===== config.mk =====
export PLATFORM = sky130hd
export DESIGN_NAME = keypad_scan_entry
export DESIGN_NICKNAME = d
export VERILOG_FILES = /design/src/rtl/keypad_scan_entry.sv
export SDC_FILE = /design/constraint.sdc
export NUM_CORES = 1
export LEC_CHECK = 0
export BUFFER_PORTS_ARGS = -buffer_cell sky130_fd_sc_hd__buf_2
export CAP_MARGIN = 0
export CORE_AREA = 2 2 83 85
export DETAILED_ROUTE_END_ITERATION = 8
export DIE_AREA = 0 0 85 87
export PLACE_DENSITY_LB_ADDON = 0.1
export SYNTH_ARGS = -nofsm -noshare
export SYNTH_HDL_FRONTEND = slang
export SYNTH_SLANG_ARGS = --single-unit

===== constraint.sdc =====
create_clock -name clk -period 2.7 [get_ports clk]
set_clock_uncertainty 0.15 [all_clocks]
set_input_delay 0.54 -clock clk [delete_from_list [all_inputs] [get_ports clk]]
set_output_delay 0.54 -clock clk [all_outputs]
set_load 0.03 [all_outputs]

===== src/rtl/keypad_scan_entry.sv =====
// keypad_scan_entry
//   4x4 matrix keypad scanner with per-press debounce and an 8-nibble
//   digit-entry shift register. D0 is the newest digit, D7 the oldest;
//   D0..D7 feed the eight-digit seven-segment driver directly.
//
//   Columns are driven active-low one at a time; rows are active-low with
//   external pull-ups and are asynchronous to clk. All scan, debounce and
//   hold decisions are taken on prescaler ticks (one every SCAN_DIV clocks).
//
//   Optional build macro: KEYPAD_AUTOREPEAT_EN
//     When defined, a held key is re-accepted after REPEAT_DELAY ticks and
//     then every REPEAT_RATE ticks. When undefined, exactly one key is
//     accepted per press and the REPEAT_* parameters have no effect.
module keypad_scan_entry #(
    parameter int SCAN_DIV       = 100000,
    parameter int DEBOUNCE_TICKS = 20,
    parameter int REPEAT_DELAY   = 500,
    parameter int REPEAT_RATE    = 100
) (
    input  logic       clk,
    input  logic       reset,
    input  logic [3:0] row,
    output logic [3:0] col,
    input  logic       clear,
    output logic       key_valid,
    output logic [3:0] key_code,
    output logic [3:0] D0,
    output logic [3:0] D1,
    output logic [3:0] D2,
    output logic [3:0] D3,
    output logic [3:0] D4,
    output logic [3:0] D5,
    output logic [3:0] D6,
    output logic [3:0] D7
);

    // ------------------------------------------------------------------
    // Elaboration-time parameter sanity check
    // ------------------------------------------------------------------
    if (SCAN_DIV < 2 || DEBOUNCE_TICKS < 1 || REPEAT_DELAY < 1 || REPEAT_RATE < 1) begin : g_param_check
        $error("keypad_scan_entry: SCAN_DIV must be >= 2, other parameters >= 1");
    end

    // ------------------------------------------------------------------
    // Counter widths and terminal values
    // ------------------------------------------------------------------
    localparam int PW = $clog2(SCAN_DIV);
    localparam int DW = (DEBOUNCE_TICKS > 1) ? $clog2(DEBOUNCE_TICKS) : 1;

    localparam logic [PW-1:0] PRESC_LAST = PW'(SCAN_DIV - 1);
    localparam logic [DW-1:0] DEB_LAST   = DW'(DEBOUNCE_TICKS - 1);

`ifdef KEYPAD_AUTOREPEAT_EN
    localparam int RPT_MAX = (REPEAT_DELAY > REPEAT_RATE) ? REPEAT_DELAY : REPEAT_RATE;
    localparam int RW      = $clog2(RPT_MAX + 1);
`endif

    typedef enum logic [1:0] {
        SCAN     = 2'd0,
        DEBOUNCE = 2'd1,
        HELD     = 2'd2
    } state_t;

    // ------------------------------------------------------------------
    // Signals
    // ------------------------------------------------------------------
    logic [3:0]    row_meta_q;
    logic [3:0]    row_s_q;

    logic [PW-1:0] presc_q;
    logic [PW-1:0] presc_d;
    logic          tick;

    state_t        state_q;
    logic [1:0]    col_idx_q;
    logic [1:0]    row_idx_q;
    logic [1:0]    row_idx;
    logic [3:0]    pat_q;
    logic [DW-1:0] deb_cnt_q;

    logic          accept;
    logic [3:0]    code;

    logic          key_valid_q;
    logic [3:0]    key_code_q;
    logic [31:0]   digits_q;

`ifdef KEYPAD_AUTOREPEAT_EN
    logic [RW-1:0] rep_cnt_q;
    logic          rep_first_q;
    logic [RW-1:0] rep_cnt_inc;
    logic [RW-1:0] rep_limit;
`endif

    // ------------------------------------------------------------------
    // Two-flop synchronizer for the asynchronous row inputs (idle = high)
    // ------------------------------------------------------------------
    always_ff @(posedge clk) begin
        if (reset) begin
            row_meta_q <= '1;
            row_s_q    <= '1;
        end else begin
            row_meta_q <= row;
            row_s_q    <= row_meta_q;
        end
    end

    // ------------------------------------------------------------------
    // Scan-rate prescaler: tick is high for one clock every SCAN_DIV clocks
    // ------------------------------------------------------------------
    assign tick    = (presc_q == PRESC_LAST);
    assign presc_d = tick ? '0 : presc_q + PW'(1);

    always_ff @(posedge clk) begin
        if (reset) begin
            presc_q <= '0;
        end else begin
            presc_q <= presc_d;
        end
    end

    // ------------------------------------------------------------------
    // Row priority encode: lowest active row index wins
    // ------------------------------------------------------------------
    always_comb begin
        row_idx = 2'd3;
        if (!row_s_q[0]) begin
            row_idx = 2'd0;
        end else if (!row_s_q[1]) begin
            row_idx = 2'd1;
        end else if (!row_s_q[2]) begin
            row_idx = 2'd2;
        end
    end

    // The code is built from the latched row and the held column
    assign code = {row_idx_q, col_idx_q};

`ifdef KEYPAD_AUTOREPEAT_EN
    assign rep_cnt_inc = rep_cnt_q + RW'(1);
    assign rep_limit   = rep_first_q ? RW'(REPEAT_DELAY) : RW'(REPEAT_RATE);
`endif

    // ------------------------------------------------------------------
    // Accept decision for the current tick (debounce complete or repeat due)
    // ------------------------------------------------------------------
    always_comb begin
        accept = 1'b0;
        if (tick) begin
            if (state_q == DEBOUNCE && row_s_q == pat_q && deb_cnt_q == DEB_LAST) begin
                accept = 1'b1;
            end
`ifdef KEYPAD_AUTOREPEAT_EN
            if (state_q == HELD && row_s_q == pat_q && rep_cnt_inc == rep_limit) begin
                accept = 1'b1;
            end
`endif
        end
    end

    // ------------------------------------------------------------------
    // Scan / debounce / hold sequencer with registered key outputs.
    // deb_cnt_q doubles as the release counter while in HELD.
    // ------------------------------------------------------------------
    always_ff @(posedge clk) begin
        if (reset) begin
            state_q     <= SCAN;
            col_idx_q   <= '0;
            row_idx_q   <= '0;
            pat_q       <= '1;
            deb_cnt_q   <= '0;
            key_valid_q <= 1'b0;
            key_code_q  <= '0;
`ifdef KEYPAD_AUTOREPEAT_EN
            rep_cnt_q   <= '0;
            rep_first_q <= 1'b1;
`endif
        end else begin
            key_valid_q <= accept;
            if (accept) begin
                key_code_q <= code;
            end

            if (tick) begin
                case (state_q)
                    SCAN: begin
                        if (row_s_q != 4'hF) begin
                            row_idx_q <= row_idx;
                            pat_q     <= row_s_q;
                            deb_cnt_q <= '0;
                            state_q   <= DEBOUNCE;
                        end else begin
                            col_idx_q <= col_idx_q + 2'd1;
                        end
                    end

                    DEBOUNCE: begin
                        if (row_s_q == pat_q) begin
                            if (deb_cnt_q == DEB_LAST) begin
                                state_q     <= HELD;
                                deb_cnt_q   <= '0;
`ifdef KEYPAD_AUTOREPEAT_EN
                                rep_cnt_q   <= '0;
                                rep_first_q <= 1'b1;
`endif
                            end else begin
                                deb_cnt_q <= deb_cnt_q + DW'(1);
                            end
                        end else begin
                            state_q   <= SCAN;
                            col_idx_q <= col_idx_q + 2'd1;
                        end
                    end

                    HELD: begin
                        if (row_s_q == 4'hF) begin
                            if (deb_cnt_q == DEB_LAST) begin
                                state_q   <= SCAN;
                                col_idx_q <= col_idx_q + 2'd1;
                                deb_cnt_q <= '0;
                            end else begin
                                deb_cnt_q <= deb_cnt_q + DW'(1);
                            end
                        end else begin
                            deb_cnt_q <= '0;
                        end
`ifdef KEYPAD_AUTOREPEAT_EN
                        if (row_s_q != pat_q) begin
                            rep_cnt_q   <= '0;
                            rep_first_q <= 1'b1;
                        end else if (accept) begin
                            rep_cnt_q   <= '0;
                            rep_first_q <= 1'b0;
                        end else begin
                            rep_cnt_q   <= rep_cnt_inc;
                        end
`endif
                    end

                    default: begin
                        state_q <= SCAN;
                    end
                endcase
            end
        end
    end

    // ------------------------------------------------------------------
    // Digit-entry shift register; clear takes priority over an accept
    // ------------------------------------------------------------------
    always_ff @(posedge clk) begin
        if (reset) begin
            digits_q <= '0;
        end else if (clear) begin
            digits_q <= '0;
        end else if (accept) begin
            digits_q <= {digits_q[27:0], code};
        end
    end

    // ------------------------------------------------------------------
    // Outputs
    // ------------------------------------------------------------------
    assign col       = ~(4'b0001 << col_idx_q);
    assign key_valid = key_valid_q;
    assign key_code  = key_code_q;

    assign D0 = digits_q[3:0];
    assign D1 = digits_q[7:4];
    assign D2 = digits_q[11:8];
    assign D3 = digits_q[15:12];
    assign D4 = digits_q[19:16];
    assign D5 = digits_q[23:20];
    assign D6 = digits_q[27:24];
    assign D7 = digits_q[31:28];

endmodule


Word-level counts from Yosys, hierarchy flattened:

Index checks and enable logic that the tools add are counted.
Widths: inputs -> output; s select.

* output and inout bits: 41
* logic and storage cells: 61
* register bits: 77
* input port bits: 7

* reduce and logical (&&, ||, !) cells: 10
* bitwise gates (word level): 1
* shift-type cells: 1
* muxes and demuxes: 21
* $add $sub $neg: 3
* equal/unequal tests: 14

Operators by type and width (number)
* $mux 2: 11
* $mux 5: 4
* $add 17x1->17 const B: 1
* $eq 17x17->1 const B: 1
* $pmux 5 s3: 1
* $pmux 2 s3: 2
* $ne 2x2->1 const B: 5
* $reduce_and 6->1: 1
* $add 5x1->5 const B: 1
* $eq 5x5->1 const B: 1
* $reduce_and 5->1: 1
* $eq 4x4->1: 1
* $eq 4x4->1 const B: 1
* $ne 4x4->1 const B: 1
* $not 4->4: 1
* $reduce_and 4->1: 1
* $reduce_or 2->1: 2
* $shl 1x2->4 const A: 1
* $mux 1: 3
* $ne 3x2->1 const B: 1
* $reduce_and 3->1: 1
* $reduce_bool 3->1: 1
* $add 2x1->2 const B: 1
* $eq 2x1->1 const B: 1
* other kinds (4): 5

Longest topological paths before layout:

* depth after elaboration: 5
* gate-level depth with buffers: 7
* mapped depth without buffers: 7

Worst setup path after synthesis:

Ideal clock, no wire load.

* path type: register to register
* start: register presc_q[5]
* end: register deb_cnt_q[4]
* stages on the path, launching flop included: 7
* arrival time: 2.480 ns
* required time: 2.479 ns
* library setup time: 0.071 ns
* buffers on the path: 1
* period minus slack after synthesis: 2.701 ns
* slack: -0.001 ns
* cell sequence: dfxtp_1 > buf_6 > or4b_4 > or4_4 > a2111o_1 > or4_1 > a21oi_1

* longest elaborated chain between the ends: 2

RTL lines
* start, declared: RTL line 70 `logic [PW-1:0] presc_q;`
* start signal, assigned: RTL line 118 `presc_q <= presc_d;`
* $eq 17x17->1: RTL line 111 `assign tick = (presc_q == PRESC_LAST);`
* $reduce_and 4->1 (no source line)
* end signal, assigned: RTL line 207 `deb_cnt_q <= deb_cnt_q + DW'(1);`
* end signal, assigned: RTL line 222 `deb_cnt_q <= deb_cnt_q + DW'(1);`
* end, declared: RTL line 79 `logic [DW-1:0] deb_cnt_q;`

No other way between the ends.
A chain may end at the register's enable or synchronous reset.

Final worst setup path:

* start: register presc_q[8]
* end: register deb_cnt_q[3]

Same word-level chain as after synthesis.

==> impl_results.md <==
* Power Density at about 560 nW/um^2
* CTS clk-pin slew, worst paths at around 80 ps
* Layout area overhead at 20.6%
* DRC Markers at 0
* Hpwl dp at between 4000 and 5000 um
* CTS tree: done
* Distinct cell type count after synthesis at 39
* Setup crit end kind: flip-flop
* Largest net degree at the start of global routing at 37
* Peak-usage layer in the global routing report: met2
* Area contributors post-synth: dfxtp_1 48%, nand2_1 9.4%, a21oi_1 7.8%
* Syn Inst Count at 379
* Count leader, synth: nand2_1
* RePlAce Congestion at 0.840
* CTS buffer count at 9
* Final instance area at a little under 4000 um^2
* Violated checks: setup timing
* YS warnings at 0
* Worst r2r path cells at 5
* DR vias/cell at between 5 and 6
* Reg2reg setup slack at -9 ps
* Seq/Total Area, Yosys at ~48%
* #FFs+latches synth at 77
* Fmax at 369 MHz
* 1st-pass router iterations at 4
* LEAKAGE at ~1.5 nW
* Worst path cell trace: or4b_4, or4_4, a2111o_1, or4b_4, a21oi_2
* Nets at between 400 and 500
* VDD IR-drop max at 358 uV
* Dpl ws at between 60 and 70 ps
* Max incr delay on CP at roughly 550 ps
* Initial DRC Count at 80
* Hold Vio Cnt, Final at 0
* RR Endpoint: deb_cnt_q[3]
* Crit path buffers/inverters at 0
* Post-synth top flop: dfxtp_1
* Setup TNS Final at -10.7 ps
* Vias in the first global route at 2437
* Worst-path maximum fanout at 7
* Initial core utilization at between 40% and 50%
* Die X at 85 um
* HP Start: row[2]
* Fin worst setup slack at -8.58 ps
* Dpl cell area at around 3600 um^2
* IO Port Bufs at 47
* Critical Path AT at ~2900 ps
* GRT Total Usage at a little under a fifth
* Area leader, netlist: dfxtp_1
* Final Max Slew Viols at 0
* Root Buffer: clkbuf_8
* Die Y at between 80 and 90 um
* Vias post-DR at 2682
* Slew @ Worst Pin at ~600 ps
* First-pass GRT wire length at ~11000 um
* Fin Hold WS at roughly 220 ps
* Syn Nets at approximately 400
* Mapped cell area at roughly 3200 um^2
* Unrepaired setup endpoints after global routing: yes
* CP top delay family: simple AND/OR/NAND/NOR gates
* Hold Path End: row_meta_q[2]
* Met2 usage at a little under 30%
* Status: complete, but fails checks
* ANT cells at 0
* WL/cell at approximately 12 um
* I/O pin count at 48
* Crit start category: flip-flop
* Global Route met3 Usage at under 10%
* Htree depth at 3
* Post-route clock period utilization at 100%
* Clk sinks at just under 80
* Period minus WS final at 2710 ps
* Layout cell share with drive strength beyond 1 at 22.5%
* Yosys top cell area share at around half
* Row count at 30
* Max Cap Viol at 0
* EDFF count, synth at 0
* DIE AREA at between 7000 and 8000 um^2
* Grt met1 use at between 20% and 30%
* Post-synth top cells: 80 x nand2_1, 77 x dfxtp_1, 50 x a21oi_1
* Mean area per synthesized cell at between 8 and 9 um^2
* Slew headroom at 59.7%
* Critical path's slowest cell: or4b_4
* Ys async rst share at 0%
* Final wirelength at 6560 um
* Total core area at 6570 um^2
* Required @ worst endpoint at 2840 ps
* Routed Antenna Nets at 0
* Final setup viols at 2
* Clk buf depth at 2
* Crit path kind: flip-flop to flip-flop
* Initial antenna violation count at 0
* Skew-Pair Late Insertion Delay at between 300 and 400 ps
* Crit path top cell by count: or4b_4
* Global route overflow at 0
* Final Power at approximately 2.2 mW
* HP Class: primary input to flip-flop
* FF-to-FF Start: presc_q[8]
* Worst Hold Path Cells at 2
* Layout fillers at 612
[sequential cells by signal (all words and copies together) (netlist names)]
signal / count
col_idx_q: 2
pat_q: 4
deb_cnt_q: 5
presc_q: 17
digits_q: 32
row_s_q: 4
row_idx_q: 2
key_valid: 1
row_meta_q: 4
state_q: 2
key_code: 4
[final cells by class]
| cell class | instances | area [um^2] | share of cell area [%] |
|---|---|---|---|
| Timing Repair Buffer | 66 | 390 | 10.1 |
| Clock inverter | 6 | 87.6 | 2.27 |
| Sequential cell | 77 | 1540 | 40.0 |
| Multi-Input combinational cell | 265 | 1530 | 39.7 |
| Clock buffer | 10 | 128 | 3.31 |
| Inverter | 21 | 78.8 | 2.04 |
| Tap cell | 80 | 100 | 2.59 |
[worst max-delay path by stage]
stage                     startpoint      endpoint  slack [ps]  cells past startpoint
after floorplan           presc_q[5]  deb_cnt_q[4]         100                      6
after global placement    presc_q[8]  deb_cnt_q[4]         100                      5
after detailed placement  presc_q[8]  deb_cnt_q[1]          60                      5
after CTS                 presc_q[8]  deb_cnt_q[3]          40                      5
after global routing      presc_q[8]  deb_cnt_q[0]         -80                      6
final                     presc_q[8]  deb_cnt_q[3]          -9                      5
[layer usage]
layer  up-vias  wire length [um]
met5         -                 0
met4         0               131
met3        10               278
met2        47              3030
met1      1219              3120
li1       1406                 -
[stage by stage]
stage / util [%] / instances
after floorplan: - / 379
after global placement: 54.8 / 505
after detailed placement: 54.8 / 505
after CTS: 58.1 / 521
after global routing: 58.8 / 525
final: 58.8 / 525
[cell usage in the layout (no fill, tap or decap), types with 2 or more instances in the layout]
master,netlist,routed
xor2_1,12,12
nand4bb_1,3,3
bufinv_16,0,2
dfxtp_1,77,76
or4bb_1,2,2
buf_2,0,47
a21oi_2,0,2
and3_1,2,2
nand3_1,7,7
nand2_1,80,80
clkinv_2,0,2
a211o_1,5,5
or4b_4,1,2
nand2b_1,2,2
and4_1,3,3
clkinv_4,0,2
inv_1,21,21
nand4_1,8,8
nor3_1,6,6
nor2_1,24,24
xnor2_1,6,6
a21oi_1,50,48
and2_1,2,2
or4_4,1,2
buf_4,0,18
or2_2,9,9
ha_1,10,10
o21ai_0,7,7
nor4_1,5,4
nor3b_1,2,2
clkbuf_8,0,9
nand3b_1,2,2
or3_1,2,2
or4_1,4,3
[timing repair]
action / CTS / global route
buffers inserted: 0 / 4
endpoints found under the setup margin: 0 / 3
hold buffers: 0 / 0
endpoints found under the hold margin: 0 / 0
gates resized for setup: 0 / 5
[cell families after synthesis]
group           count (synthesis)  synth area share (%)
compound gates                 68                  11.9
xor+xnor                       18                  4.93
fa+ha+maj                      10                  3.91
buf+inv                        37                  4.57
flops                          77                  48.2
simple gates                  169                  26.5
[worst reg2reg max path: cells and delay by family, from the launching register on]
kind / cells / cell delay, ps
DFF: 1 / 330
and+or+nand+nor: 3 / 1520
AOI/OAI and AO/OA: 2 / 640
[report_power, final]
part / switching [mW] / total, mW / internal, mW
Sequential: 0.00648 / 1.15 / 1.14
Combinational: 0.0352 / 0.0567 / 0.0215
Clock: 0.427 / 0.947 / 0.521
Power figures use the tool's default switching activity.
